File: config.mk
export PLATFORM = sky130hd
export DESIGN_NAME = multicycle_controller
export DESIGN_NICKNAME = d
export VERILOG_FILES = /design/src/rtl/multicycle_controller.sv
export SDC_FILE = /design/constraint.sdc
export NUM_CORES = 1
export LEC_CHECK = 0
export CAP_MARGIN = 20
export CORE_MARGIN = 2
export CORE_UTILIZATION = 37
export DETAILED_ROUTE_END_ITERATION = 10
export PLACE_DENSITY_LB_ADDON = 0.12
export SETUP_SLACK_MARGIN = 0.02
export SLEW_MARGIN = 10
export SYNTH_ARGS = -nofsm -noshare
export SYNTH_HDL_FRONTEND = slang
export SYNTH_SLANG_ARGS = --single-unit
File: constraint.sdc
create_clock -name clk -period 1.7 [get_ports clk]
set_clock_uncertainty 0.15 [all_clocks]
set_input_delay 0.34 -clock clk [delete_from_list [all_inputs] [get_ports clk]]
set_output_delay 0.34 -clock clk [all_outputs]
set_load 0.005 [all_outputs]
File: src/rtl/multicycle_controller.sv
// Multi-cycle instruction sequencer: walks each opcode through FETCH/DECODE/EXEC/MEM/WB
// and drives fetch, data-memory, ALU, register-file and PC control for the datapath.
module multicycle_controller #(
    parameter int DATA_W = 16,
    parameter int OPC_W  = 4,
    parameter int ALU_W  = 3
) (
    input  logic              clk,
    input  logic              rst_n,
    input  logic [OPC_W-1:0]  opcode,
    input  logic              fetch_ack,
    input  logic [DATA_W-1:0] reg1_data,
    input  logic              mem_ready,
    output logic              fetch_req,
    output logic              ir_load,
    output logic [ALU_W-1:0]  alu_com,
    output logic              w_en,
    output logic              pc_en,
    output logic              pc_sel,
    output logic              mem_req,
    output logic              mem_we,
    output logic              halted,
    output logic              illegal
);

    typedef enum logic [2:0] {
        S_FETCH  = 3'd0,
        S_DECODE = 3'd1,
        S_EXEC   = 3'd2,
        S_MEM    = 3'd3,
        S_WB     = 3'd4,
        S_HALT   = 3'd5
    } state_t;

    localparam logic [OPC_W-1:0] OP_NOP   = OPC_W'(4'd0);
    localparam logic [OPC_W-1:0] OP_ONE   = OPC_W'(4'd1);
    localparam logic [OPC_W-1:0] OP_ALU_H = OPC_W'(4'd8);
    localparam logic [OPC_W-1:0] OP_LOAD  = OPC_W'(4'd9);
    localparam logic [OPC_W-1:0] OP_STORE = OPC_W'(4'd10);
    localparam logic [OPC_W-1:0] OP_JMP   = OPC_W'(4'd11);
    localparam logic [OPC_W-1:0] OP_BEQZ  = OPC_W'(4'd12);
    localparam logic [OPC_W-1:0] OP_BNEZ  = OPC_W'(4'd13);
    localparam logic [OPC_W-1:0] OP_HALT  = OPC_W'(4'd14);
    localparam logic [OPC_W-1:0] OP_ILL   = OPC_W'(4'd15);

    state_t             state_r;
    logic [OPC_W-1:0]   ir_r;
    logic               zflag_r;
    logic               illegal_r;

    function automatic logic is_alu_op(input logic [OPC_W-1:0] op);
        return (op >= OP_ONE) && (op <= OP_ALU_H);
    endfunction

    function automatic logic is_mem_op(input logic [OPC_W-1:0] op);
        return (op == OP_LOAD) || (op == OP_STORE);
    endfunction

    // Every code from 15 upward traps, which covers the extra codes of wider opcode fields.
    function automatic logic is_illegal_op(input logic [OPC_W-1:0] op);
        return op >= OP_ILL;
    endfunction

    // State sequencing, instruction register, branch zero flag and sticky trap flag.
    always_ff @(posedge clk or negedge rst_n) begin
        if (!rst_n) begin
            state_r   <= S_FETCH;
            ir_r      <= {OPC_W{1'b0}};
            zflag_r   <= 1'b0;
            illegal_r <= 1'b0;
        end else begin
            case (state_r)
                S_FETCH: begin
                    if (fetch_ack) begin
                        ir_r    <= opcode;
                        state_r <= S_DECODE;
                    end
                end
                S_DECODE: begin
                    zflag_r <= (reg1_data == {DATA_W{1'b0}});
                    if (ir_r == OP_NOP) begin
                        state_r <= S_FETCH;
                    end else if (ir_r == OP_HALT) begin
                        state_r <= S_HALT;
                    end else if (is_illegal_op(ir_r)) begin
                        illegal_r <= 1'b1;
                        state_r   <= S_HALT;
                    end else begin
                        state_r <= S_EXEC;
                    end
                end
                S_EXEC: begin
                    if (is_alu_op(ir_r)) begin
                        state_r <= S_WB;
                    end else if (is_mem_op(ir_r)) begin
                        state_r <= S_MEM;
                    end else begin
                        state_r <= S_FETCH;
                    end
                end
                S_MEM: begin
                    if (mem_ready) begin
                        state_r <= (ir_r == OP_LOAD) ? S_WB : S_FETCH;
                    end
                end
                S_WB:    state_r <= S_FETCH;
                S_HALT:  state_r <= S_HALT;
                default: state_r <= S_FETCH;
            endcase
        end
    end

    // Output decode from state and IR; only the fetch and store-completion strobes look at the handshakes.
    always_comb begin
        fetch_req = 1'b0;
        ir_load   = 1'b0;
        alu_com   = {ALU_W{1'b0}};
        w_en      = 1'b0;
        pc_en     = 1'b0;
        pc_sel    = 1'b0;
        mem_req   = 1'b0;
        mem_we    = 1'b0;
        halted    = 1'b0;
        case (state_r)
            S_FETCH: begin
                fetch_req = 1'b1;
                ir_load   = fetch_ack;
            end
            S_DECODE: begin
                pc_en = (ir_r == OP_NOP);
            end
            S_EXEC: begin
                alu_com = is_alu_op(ir_r) ? ALU_W'(ir_r - OP_ONE) : {ALU_W{1'b0}};
                pc_en   = (ir_r == OP_JMP) || (ir_r == OP_BEQZ) || (ir_r == OP_BNEZ);
                pc_sel  = (ir_r == OP_JMP) || ((ir_r == OP_BEQZ) && zflag_r)
                          || ((ir_r == OP_BNEZ) && !zflag_r);
            end
            S_MEM: begin
                mem_req = 1'b1;
                mem_we  = (ir_r == OP_STORE);
                pc_en   = (ir_r == OP_STORE) && mem_ready;
            end
            S_WB: begin
                alu_com = is_alu_op(ir_r) ? ALU_W'(ir_r - OP_ONE) : {ALU_W{1'b0}};
                w_en    = 1'b1;
                pc_en   = 1'b1;
            end
            S_HALT: begin
                halted = 1'b1;
            end
            default: begin
                fetch_req = 1'b0;
            end
        endcase
    end

    assign illegal = illegal_r;

endmodule

==> flow_metrics.py, run 1 <==
metrics = {
    "power": {
        "powerDensity_nw_per_um2": 1590,
        "p_sw_frac": 0.382,
        "power.leakage_nw": 0.761,
        "switchingPower_w": 0.00101,
        "total_power_w": 0.00266,
        "combPwrFrac": 0.783,
        "seqPwrFrac": 0.154,
        "clockPowerShare": 0.063,
        "p_int_w": 0.00164,
        "peakVddDrop_v": 0.00132,
    },
    "timing": {
        "whs_ns": 0.213,
        "min_period_ns": 2.16,
        "fin_ws_ns": -0.463,
        "min_period_over_period": 1.27,
        "slew_violations": 0,
        "hold_viol": 0,
        "slew_headroom": 0.738,
        "setup_viol": 15,
        "rsz0062_at_grt": "yes",
        "finalSetupTns_ns": -3.18,
        "worst_pin_slew_ns": 0.392,
        "fmax_mhz": 462,
    },
    "worst_setup_path": {
        "rr_endpoint": "state_r[0]",
        "critPathLaunch": "ir_r[0]",
        "path_class": "reg -> out",
        "crit_fanout": 4,
        "required_ns": 1.21,
        "critPathArrivalTime_ns": 1.67,
        "r2r_setup_slack_ns": -0.25,
        "crit_path_end_kind": "output pin",
        "r2r_start": "ir_r[0]",
        "startpoint_type": "flip-flop",
        "reg2regPathDepth": 8,
    },
    "floorplanning": {
        "die-area_um2": 2530,
        "io_pins": 36,
        "start_util": 0.397,
        "die_h_um": 50.3,
        "placementRows": 16,
        "die_w_um": 50.3,
        "design.core.area_um2": 2000,
    },
    "final_layout": {
        "nets": 196,
        "final_area_um2": 1670,
        "fin_util": 0.834,
        "drive_gt1_frac": 0.566,
        "antenna-diode-count": 0,
        "syn_to_final_growth_pct": 110,
    },
    "synth": {
        "synth.distinct_cells": 37,
        "synth-edff-count": 0,
        "synth_flop_cell": "dfrtp_1",
        "synth.largest_area_cell": "dfrtp_1",
        "synth_commonest_cells": "dfrtp_1 (9), nor2_1 (9), o21ai_0 (6)",
        "synth_cells": 84,
        "synth_top_area_frac": 0.283,
        "ys_seq_elements": 9,
        "synth_seq_area_share": 0.283,
        "async_flop_share": 1.00,
        "avgSynthCellArea_um2": 9.46,
        "syn-num-nets": 113,
        "ys_top_cells_by_area": "dfrtp_1 (28%), ha_1 (7.9%), nor2_1 (4.3%)",
        "netlist_area_um2": 795,
        "yosys_warnings": 0,
    },
    "place": {
        "routabilityCongestion": 0.787,
        "io_buffer_count": 35,
        "place_hpwl_mm": 1.80,
        "placed_area_um2": 1340,
    },
    "run_status": {
        "status": "finished with violations",
        "violations": "setup timing",
    },
    "routing": {
        "totalWireLength_mm": 2.98,
        "dr_total_vias": 976,
        "drc_errors": 0,
        "final_antenna_net_count": 0,
        "first_pass_iters": 4,
        "drtIter0Drc": 11,
        "wl_per_cell_um": 15.4,
        "detail_route.vias_per_cell": 5.06,
    },
    "clock_network": {
        "cts.sinks": 9,
        "clock_latency_ns": 0.26,
        "cts_tree": "built",
        "htree_levels": 1,
        "holdBufCountCts": 0,
        "ctsLongestPathBuffers": 2,
        "cts_buffers": 3,
        "clkSlewWorstSetupHoldPaths_ns": 0.06,
        "cts-root-buf": "clkbuf_4",
    },
    "global_routing": {
        "overflow": 0,
        "grt_usage": 0.244,
        "grt_pass1_wl_mm": 4.60,
        "antenna_found_initial": 0,
        "grt_max_degree": 10,
        "grt_pass1_vias": 1008,
    },
    "job": {
        "cap_violations": 0,
    },
    "hold_path": {
        "worstHoldPathType": "in -> async",
    },
}
==> placed cells by master, fill, tap and decap left out, types with 3 or more instances in the layout <==
cell              n
and2b_1           3
buf_2             9
buf_4            36
buf_6            14
clkbuf_4          3
clkdlybuf4s50_1  24
dfrtp_1           6
dfrtp_2           3
ha_4              4
nand2_1           4
nor2_1            8
nor4_1            4
o21ai_0           4
==> critical path, stage by stage (launching register included) <==
cell and delay, ns:
dfrtp_1 0.39, inv_2 0.08, ha_4 0.16, nor3b_4 0.14
o31ai_2 0.27, nand2_1 0.13, nor2_1 0.12, buf_2 0.12
==> cell families (layout without fill, tap and decap cells) <==
family	Yosys count	count (layout)	synth area share
compound gates	16	16	0.134
xor+xnor	2	2	0.0221
fa+ha+maj	5	5	0.0787
buf+inv	7	89	0.0756
flops	9	9	0.283
mux	3	3	0.0504
simple gates	42	42	0.356
==> through the flow <==
stage          std cells  setup slack, ns
6_report             193           -0.463
5_1_grt              193           -0.620
2_1_floorplan         84          -0.0448
3_5_place_dp         167           -0.647
4_1_cts              189           -0.421
3_3_place_gp         167           -0.617
==> registers in the layout, indices dropped and copies added, names as in the netlist <==
name,count
illegal,1
state_r,3
ir_r,4
zflag_r,1
==> power groups by stage <==
stage	Clock (W)	Sequential, W	Combinational (W)
after floorplan	0	0.000383	0.000739
after global placement	0	0.000432	0.00130
after detailed placement	0	0.000434	0.00132
after CTS	0.000167	0.000403	0.00183
after global routing	0.000175	0.000423	0.00222
final	0.000167	0.000410	0.00208
==> repair_timing <==
action                     CTS  global route
resized for setup           74            18
setup endpoints to repair   16            19
pin swaps                   14            10
setup buffers               19             7
gates cloned                 0             0
==> cell type report <==
class,count,area (um2)
timing repair buffer,83,713
multi-input combinational,68,659
fill,120,333
sequential,9,229
tap,27,33.8
clock buffer,4,26.3
inverter,2,7.51
==> worst max path at each step <==
stage                       endpoint  cells past startpoint
after global routing      alu_com[0]                      7
after floorplan           alu_com[0]                      6
after CTS                 alu_com[0]                      7
final                     alu_com[0]                      7
after detailed placement       pc_en                      6
after global placement         pc_en                      6
==> metal layers <==
layer | up-vias | track usage | wire length, um
met5 | - | 0 | 0
met1 | 471 | 0.247 | 1150
met2 | 28 | 0.500 | 1660
met3 | 6 | 0.0446 | 124
li1 | 471 | - | -
met4 | 0 | 0.0586 | 46
No activity file was read; power rests on OpenSTA's default activity.
==> run 2: changes to the inputs <==
- SLEW_MARGIN: 10 -> 20
==> results of run 2 <==
Same layout as run 1: the final DEF is identical, and so are final timing and power.
==> run 3: changes to the inputs <==
- MAX_ROUTING_LAYER: not set -> met4
- PLACE_DENSITY: not set -> 0.75
- PLACE_DENSITY_LB_ADDON: 0.12 -> not set
==> run 3 against run 2 <==
Compared with the run above: the flow still finishes with violations (setup timing); hold slack better by 0.028 ns; die area is the same; clock power about the same; sequential share of layout area down 1.3 points; sequential power grew 7.1%; critical path depth is the same; via count grew 14%; critical endpoint is now alu_com[2].
==> flow_metrics.py, run 3 (synthesis gave the netlist of run 1 again) <==
metrics = {
    "floorplanning": {
        "die_h_um": 50.3,
        "die_w_um": 50.3,
        "io_pins": 36,
        "die-area_um2": 2530,
        "start_util": 0.397,
        "design.core.area_um2": 2000,
        "placementRows": 16,
    },
    "timing": {
        "fmax_mhz": 455,
        "whs_ns": 0.241,
        "min_period_ns": 2.20,
        "fin_ws_ns": -0.496,
        "slew_violations": 0,
        "worst_pin_slew_ns": 0.464,
        "setup_viol": 15,
        "rsz0062_at_grt": "yes",
        "slew_headroom": 0.690,
        "min_period_over_period": 1.29,
        "finalSetupTns_ns": -4.48,
        "hold_viol": 0,
    },
    "clock_network": {
        "cts_buffers": 3,
        "cts-root-buf": "clkbuf_4",
        "ctsLongestPathBuffers": 2,
        "htree_levels": 1,
        "cts.sinks": 9,
        "cts_tree": "built",
        "holdBufCountCts": 0,
        "clock_latency_ns": 0.27,
        "clkSlewWorstSetupHoldPaths_ns": 0.07,
    },
    "worst_setup_path": {
        "crit_path_end": "alu_com[2]",
        "cp_top_family": "flip-flops",
        "r2r_setup_slack_ns": -0.44,
        "path_class": "reg -> out",
        "reg2regPathDepth": 9,
        "r2r_start": "ir_r[1]",
        "required_ns": 1.21,
        "cp_num_buf_inv": 2,
        "crit_fanout": 3,
        "cp_cell_sequence": "inv_2 -> ha_4 -> nor3b_4 -> o31ai_2 -> nand2_1 -> nor2_1 -> buf_2",
        "critPathArrivalTime_ns": 1.71,
        "critPathLaunch": "ir_r[0]",
        "startpoint_type": "flip-flop",
        "crit_cells": 7,
        "slowest_delay_ns": 0.42,
        "rr_endpoint": "state_r[0]",
        "slowest_stage": "dfrtp_1",
        "crit_path_end_kind": "output pin",
    },
    "place": {
        "placed_area_um2": 1340,
        "place_hpwl_mm": 1.92,
        "io_buffer_count": 35,
        "routabilityCongestion": 0.954,
    },
    "global_routing": {
        "overflow": 0,
        "top_usage_layer": "met2",
        "met1_usage": 0.304,
        "grt_max_degree": 10,
        "grtUsageMet2": 0.550,
        "grt_pass1_wl_mm": 5.43,
        "antenna_found_initial": 0,
        "grt_pass1_vias": 1150,
        "grt_usage": 0.292,
        "use_met3": 0.0476,
    },
    "final_layout": {
        "final_common_cell": "buf_4",
        "syn_to_final_growth_pct": 131,
        "final_area_um2": 1840,
        "fin_util": 0.918,
        "drive_gt1_frac": 0.625,
        "nets": 206,
        "final_cell_mix": "buf_4 (37), clkdlybuf4s50_1 (24), buf_6 (24), nor2_1 (8), buf_2 (8)",
        "largestRegisters": "ir_r (4), state_r (3)",
        "top_register": "ir_r",
        "antenna-diode-count": 0,
        "largest_reg_flops": 4,
    },
    "routing": {
        "drtIter0Drc": 27,
        "wl_per_cell_um": 20.7,
        "detail_route.vias_per_cell": 5.50,
        "dr_total_vias": 1117,
        "final_antenna_net_count": 0,
        "totalWireLength_mm": 4.19,
        "first_pass_iters": 4,
        "drc_errors": 0,
    },
    "job": {
        "cap_violations": 0,
    },
    "power": {
        "powerDensity_nw_per_um2": 1700,
        "peakVddDrop_v": 0.00139,
        "power.leakage_nw": 0.827,
    },
    "run_status": {
        "violations": "setup timing",
        "status": "finished with violations",
    },
    "hold_path": {
        "worstHoldPathType": "in -> async",
    },
}
run 3: cell count changes in the layout (fill, tap and decap cells not counted), sizes merged:
| cell | change |
|---|---|
| buf | +10 |
run 3: cell type report:
cell class | instances | area [um2]
clock buffer | 4 | 26.3
fill | 78 | 164
inverter | 2 | 7.51
multi-input combinational | 68 | 713
sequential | 9 | 229
tap | 27 | 33.8
timing repair buffer | 93 | 828
run 3: what timing repair did:
| item | in CTS | in global routing |
|---|---|---|
| resized for setup | 85 | 28 |
| setup endpoints to repair | 16 | 18 |
| buffers inserted | 28 | 9 |
| pin swaps | 19 | 13 |
run 3: worst min-delay path by stage:
stage	slack [ns]	from	depth (start not counted)	endpoint
floorplan	-0.11	rst_n	0	illegal
global placement	0.32	illegal	1	illegal
detailed placement	0.33	illegal	1	illegal
CTS	0.24	rst_n	1	state_r[1]
global route	0.25	rst_n	1	state_r[2]
finish	0.24	rst_n	1	state_r[2]
run 3: power breakdown:
group	internal, W	switching (W)
Combinational	0.00145	0.00105
Clock	0.0000906	0.0000786
Sequential	0.000307	0.000132
Total	0.00185	0.00126
run 3: routing by layer:
layer,vias to the layer above,wire length (um)
met5,-,0
met4,0,237
met3,27,197
met2,64,2220
met1,537,1540
li1,489,-
run 3: stage by stage:
stage / setup slack (ns) / std cells / total power (W)
floorplan: -0.0448 / 84 / 0.00112
global placement: -0.531 / 168 / 0.00173
detailed placement: -0.579 / 168 / 0.00177
CTS: -0.418 / 199 / 0.00261
global route: -0.632 / 203 / 0.00325
finish: -0.496 / 203 / 0.00312
